==> config.mk <==
export PLATFORM = sky130hd
export DESIGN_NAME = dds_sweep_ctrl
export DESIGN_NICKNAME = d
export VERILOG_FILES = /design/src/rtl/dds_sweep_ctrl.sv
export SDC_FILE = /design/constraint.sdc
export NUM_CORES = 1
export LEC_CHECK = 0
export BUFFER_PORTS_ARGS = -buffer_cell sky130_fd_sc_hd__buf_2
export CORE_MARGIN = 5
export CORE_UTILIZATION = 55
export CTS_CLUSTER_DIAMETER = 60
export DETAILED_ROUTE_END_ITERATION = 8
export HOLD_SLACK_MARGIN = 0.1
export MAX_ROUTING_LAYER = met4
export PLACE_DENSITY = 0.77
export SLEW_MARGIN = 20
export SYNTH_ARGS = -nofsm -noshare
export SYNTH_HDL_FRONTEND = slang
export SYNTH_SLANG_ARGS = --single-unit
==> constraint.sdc <==
create_clock -name CLK -period 11.65 [get_ports CLK]
set_input_delay 0.5825 -clock CLK [delete_from_list [all_inputs] [get_ports CLK]]
set_output_delay 0.5825 -clock CLK [all_outputs]
set_load 0.02 [all_outputs]
==> src/rtl/dds_sweep_ctrl.sv <==
// Frequency-sweep sequencer for a DDS core: steps an FCW from f_start to f_stop
// in single, repeat or up-down mode, holding each value for a programmable dwell.
module dds_sweep_ctrl #(
    parameter int unsigned ACC_BITS   = 32,
    parameter int unsigned DWELL_BITS = 16
) (
    input  logic                  CLK,
    input  logic                  RST,
    input  logic                  start,
    input  logic                  abort,
    input  logic [ACC_BITS-1:0]   cfg_f_start,
    input  logic [ACC_BITS-1:0]   cfg_f_stop,
    input  logic [ACC_BITS-1:0]   cfg_f_step,
    input  logic [DWELL_BITS-1:0] cfg_dwell,
    input  logic [1:0]            cfg_mode,
    input  logic                  cfg_dither,
    output logic [ACC_BITS-1:0]   FCW,
    output logic                  fcw_valid,
    output logic                  dither_ctrl,
    output logic                  busy,
    output logic                  done,
    output logic                  err
);

    typedef enum logic [2:0] {StIdle, StLoad, StDwell, StStep, StDone} state_e;

    localparam logic [1:0] ModeRepeat = 2'd1;
    localparam logic [1:0] ModeUpDown = 2'd2;

    state_e                state_q, state_d;
    logic [ACC_BITS-1:0]   f_start_q, f_start_d, f_stop_q, f_stop_d, f_step_q, f_step_d;
    logic [DWELL_BITS-1:0] dwell_q, dwell_d, cnt_q, cnt_d;
    logic [1:0]            mode_q, mode_d;
    logic                  dither_q, dither_d;
    logic [ACC_BITS-1:0]   cur_q, cur_d;
    logic                  upd_q, upd_d;
    logic                  dir_dn_q, dir_dn_d;
    logic [ACC_BITS-1:0]   fcw_q, fcw_d;
    logic                  fcw_valid_q, fcw_valid_d;
    logic                  dither_ctrl_q, dither_ctrl_d;
    logic                  busy_q, busy_d, done_q, done_d, err_q, err_d;

    logic [ACC_BITS:0]     sum_w, diff_w;
    logic [ACC_BITS-1:0]   nxt_up, nxt_dn;

    // Extra bit catches both overflow past 2^ACC_BITS and borrow below zero.
    always_comb begin
        sum_w  = {1'b0, cur_q} + {1'b0, f_step_q};
        diff_w = {1'b0, cur_q} - {1'b0, f_step_q};
        nxt_up = (sum_w > {1'b0, f_stop_q}) ? f_stop_q : sum_w[ACC_BITS-1:0];
        nxt_dn = (diff_w[ACC_BITS] || (diff_w[ACC_BITS-1:0] < f_start_q)) ?
                 f_start_q : diff_w[ACC_BITS-1:0];
    end

    always_comb begin
        state_d       = state_q;
        f_start_d     = f_start_q;
        f_stop_d      = f_stop_q;
        f_step_d      = f_step_q;
        dwell_d       = dwell_q;
        mode_d        = mode_q;
        dither_d      = dither_q;
        cur_d         = cur_q;
        cnt_d         = cnt_q;
        dir_dn_d      = dir_dn_q;
        dither_ctrl_d = dither_ctrl_q;
        upd_d         = 1'b0;
        done_d        = 1'b0;
        err_d         = 1'b0;
        if (state_q == StIdle) begin
            if (start) begin
                f_start_d = cfg_f_start;
                f_stop_d  = cfg_f_stop;
                f_step_d  = cfg_f_step;
                dwell_d   = cfg_dwell;
                mode_d    = cfg_mode;
                dither_d  = cfg_dither;
                if (cfg_f_stop < cfg_f_start) err_d = 1'b1;
                else                          state_d = StLoad;
            end
        end else if (abort) begin
            state_d = StIdle;
        end else begin
            case (state_q)
                StLoad: begin
                    cur_d         = f_start_q;
                    upd_d         = 1'b1;
                    dither_ctrl_d = dither_q;
                    cnt_d         = dwell_q;
                    dir_dn_d      = 1'b0;
                    state_d       = StDwell;
                end
                StDwell: begin
                    if (cnt_q == '0) state_d = StStep;
                    else             cnt_d   = cnt_q - 1'b1;
                end
                StStep: begin
                    cnt_d   = dwell_q;
                    upd_d   = 1'b1;
                    state_d = StDwell;
                    if ((f_step_q == '0) || (f_start_q == f_stop_q)) begin
                        upd_d   = 1'b0;
                        state_d = StDone;
                    end else if (!dir_dn_q) begin
                        if (cur_q != f_stop_q) begin
                            cur_d = nxt_up;
                        end else if (mode_q == ModeRepeat) begin
                            cur_d = f_start_q;
                        end else if (mode_q == ModeUpDown) begin
                            dir_dn_d = 1'b1;
                            cur_d    = nxt_dn;
                        end else begin
                            upd_d   = 1'b0;
                            state_d = StDone;
                        end
                    end else if (cur_q != f_start_q) begin
                        cur_d = nxt_dn;
                    end else begin
                        dir_dn_d = 1'b0;
                        cur_d    = nxt_up;
                    end
                end
                StDone: begin
                    done_d  = 1'b1;
                    state_d = StIdle;
                end
                default: state_d = StIdle;
            endcase
        end
        busy_d      = (state_d != StIdle);
        // Output stage: FCW/fcw_valid reach the core two edges after start.
        fcw_d       = cur_q;
        fcw_valid_d = upd_q;
    end

    always_ff @(posedge CLK or posedge RST) begin
        if (RST) begin
            state_q       <= StIdle;
            f_start_q     <= '0;
            f_stop_q      <= '0;
            f_step_q      <= '0;
            dwell_q       <= '0;
            mode_q        <= '0;
            dither_q      <= 1'b0;
            cur_q         <= '0;
            upd_q         <= 1'b0;
            cnt_q         <= '0;
            dir_dn_q      <= 1'b0;
            fcw_q         <= '0;
            fcw_valid_q   <= 1'b0;
            dither_ctrl_q <= 1'b0;
            busy_q        <= 1'b0;
            done_q        <= 1'b0;
            err_q         <= 1'b0;
        end else begin
            state_q       <= state_d;
            f_start_q     <= f_start_d;
            f_stop_q      <= f_stop_d;
            f_step_q      <= f_step_d;
            dwell_q       <= dwell_d;
            mode_q        <= mode_d;
            dither_q      <= dither_d;
            cur_q         <= cur_d;
            upd_q         <= upd_d;
            cnt_q         <= cnt_d;
            dir_dn_q      <= dir_dn_d;
            fcw_q         <= fcw_d;
            fcw_valid_q   <= fcw_valid_d;
            dither_ctrl_q <= dither_ctrl_d;
            busy_q        <= busy_d;
            done_q        <= done_d;
            err_q         <= err_d;
        end
    end

    assign FCW         = fcw_q;
    assign fcw_valid   = fcw_valid_q;
    assign dither_ctrl = dither_ctrl_q;
    assign busy        = busy_q;
    assign done        = done_q;
    assign err         = err_q;

endmodule

==> flow_summary.yaml <==
status:
  outcome: "finished, final reports clean"
clock_tree:
  clock_path_buffers: 3
  numCtsBuffers: 28
  post_cts.repair.setup_buffers: 0
  cts.sinks: 205
  insertion_delay_ns: 0.59
  htree_levels: 1
  ctsHoldBuffers: 0
  cts_root_buffer: "clkbuf_16"
  cts_resized: 0
  cts_tree: "yes"
  path_clk_slew_ns: 0.06
yosys:
  yosysSeqAreaShare: 0.317
  synth_fp_nets: 2254
  synth_edf_count: 0
  synth_seq_cells: 205
  synthArstFlopShare: 1.00
  avgSynthCellArea_um2: 8.20
  syn_inst: 1972
  netlist_area_mm2: 0.0162
  synth.distinct_cells: 84
  yosys_warnings: 0
  synth_top_flop_cell: "dfrtp_1"
cells_and_area:
  post-route-util: 0.630
  most-common-layout-cells: "273 x nand2_1, 205 x dfrtp_1, 172 x o21ai_0"
  area_growth_pct: 12.4
  num_antenna_cells: 0
  final_net_count: 2357
  final_common_cell: "nand2_1"
  drive_above_1_share: 0.120
sta:
  rsz0062_at_grt: "no"
  worst_pin_slew_ns: 1.07
  finalCritPeriodShare: 0.678
  fin_crit_ns: 7.90
  finalClockSkew_ns: 0.0313
  slew_headroom: 0.281
  fmax_mhz: 127
  slew_violations: 0
  timing.final.hold_violations: 0
  setup_viol: 0
  setup_tns_ns: 0
drt:
  avgRoutedWirePerCell_um: 23.8
  drc: 0
  postRouteAntennaNets: 0
  vias: 15700
  dr.pass1.iters: 6
  viasPerCell: 6.33
  first_iter_violations: 1656
  routed_wl_mm: 59.0
setup_path:
  cp.arrival_ns: 8.36
  cp-start-kind: "flip-flop"
  crit_type: "reg2reg"
  endpoint_kind: "flip-flop"
  critPathRequiredTime_ns: 12.11
  crit_fanout: 30
  r2r-start: "cur_q[2]"
  startpoint: "cur_q[2]"
grt:
  grt_pass1_wl_mm: 89.5
  antenna_found_initial: 1
  grt_pass1_vias: 14900
  grt_max_degree: 112
  grt.total_usage: 0.355
  grt.overflow.total: 0
die:
  die_w_um: 181
  pin_count: 156
  core_mm2: 0.0289
  initial_core_util: 0.560
  die_area_mm2: 0.0329
  rows: 62
  die_h_um: 181
placed_design:
  port-buffer-count: 155
  dp_hpwl_mm: 44.4
  gp_congestion: 1.01
job:
  drv_cap: 0
pwr:
  p_leak_uw: 0.00838
  powerDensity_mw_per_mm2: 333
  max-vdd-ir-drop_v: 0.000202
hold_path:
  hold_class: "in2async"
## worst max-delay path, cell delays in order (launching register included)
cell and delay (ns):
dfrtp_1 0.48, ha_1 0.58, a211oi_1 0.16, o21ai_1 0.51, o211ai_1 0.22, a2111oi_0 0.75, o21ai_0 0.34, a21oi_1 0.34
a311oi_1 0.17, xnor2_1 0.43, inv_1 0.09, ha_1 0.30, a21o_1 0.16, a221o_1 0.35, a221oi_1 0.47, a32oi_4 0.47
buf_4 0.39, nand2b_1 0.46, o21ai_0 0.41, a221o_1 0.44, a21oi_1 0.16, nor2_1 0.07
## routing by layer
metal	wire, µm	part of all wire	up-vias	GRT usage
li1	-	-	7144	-
met1	25200	0.43	7522	0.493
met2	25800	0.44	905	0.534
met3	5780	0.098	146	0.0640
met4	2230	0.038	0	0.108
met5	0	0	-	-
## per-stage QoR
step                      instance area [µm²]  hold slack (ns)  power (µW)  cells  setup WS (ns)
after floorplan                         16200            0.331        3820   1972           5.47
after global placement                  17200            0.337        4940   2429           4.26
after detailed placement                17200            0.349        4960   2429           3.92
after CTS                               18200            0.106        5930   2481           3.86
after global routing                    18200            0.153        6430   2481           3.42
final                                   18200           0.0905        6060   2481           3.75
## synth_stat cells (all sizes together) (31+ instances only)
library cell	n	area (µm²)
o21ai	179	900
nor4	31	200
nand4	39	244
nor2	120	450
inv	172	646
dfrtp	205	5130
xor2	40	350
ha	161	2010
xnor2	115	1010
nand2	274	1030
a21oi	154	774
clkbuf	71	268
## sequential cells by signal (all words and copies together) (netlist names)
signal       cells
done             1
dither_ctrl      1
cnt_q           16
fcw_valid_d      1
mode_q           2
f_start_q       32
cur_q           32
fcw_valid        1
f_stop_q        32
dwell_q         16
f_step_q        32
dir_dn_q         1
FCW             32
busy             1
state_q          3
dither_q         1
err              1
## report_power, final
part	total, µW	switching [µW]	internal, µW
combinational	3890	2500	1400
sequential	1230	305	923
clock	939	369	570
## kinds of logic (layout without fill, tap and decap cells)
kind of cell | Yosys count | in the layout | share of synthesized area
buffers and inverters | 272 | 397 | 0.0674
AND/OR/NAND/NOR | 589 | 589 | 0.166
multiplexers | 32 | 32 | 0.0204
adder cells (fa/ha/maj) | 163 | 163 | 0.127
flip-flops | 205 | 205 | 0.317
XOR/XNOR | 155 | 155 | 0.0840
AO/OA/AOI/OAI | 556 | 556 | 0.218
## area by class of cell
cell class | instances | area, µm²
fill | 2539 | 10700
multi-input combinational | 1495 | 9990
sequential | 205 | 5130
timing repair buffer | 170 | 888
clock buffer | 37 | 785
inverter | 175 | 664
tap | 384 | 480
clock inverter | 15 | 231
## path summary, 6_finish.rpt
path                           endpoint  slack (ns)  cells after the start
min in group CLK            dwell_q[11]        0.19                      3
hold / removal             f_start_q[9]        0.09                      2
setup reg to reg              cur_q[24]        3.75                     21
hold reg to reg               fcw_valid        0.36                      0
setup / recovery              cur_q[24]        3.75                     21
max in group asynchronous      cur_q[9]       10.19                      3
(Power assumes the default switching activity.)
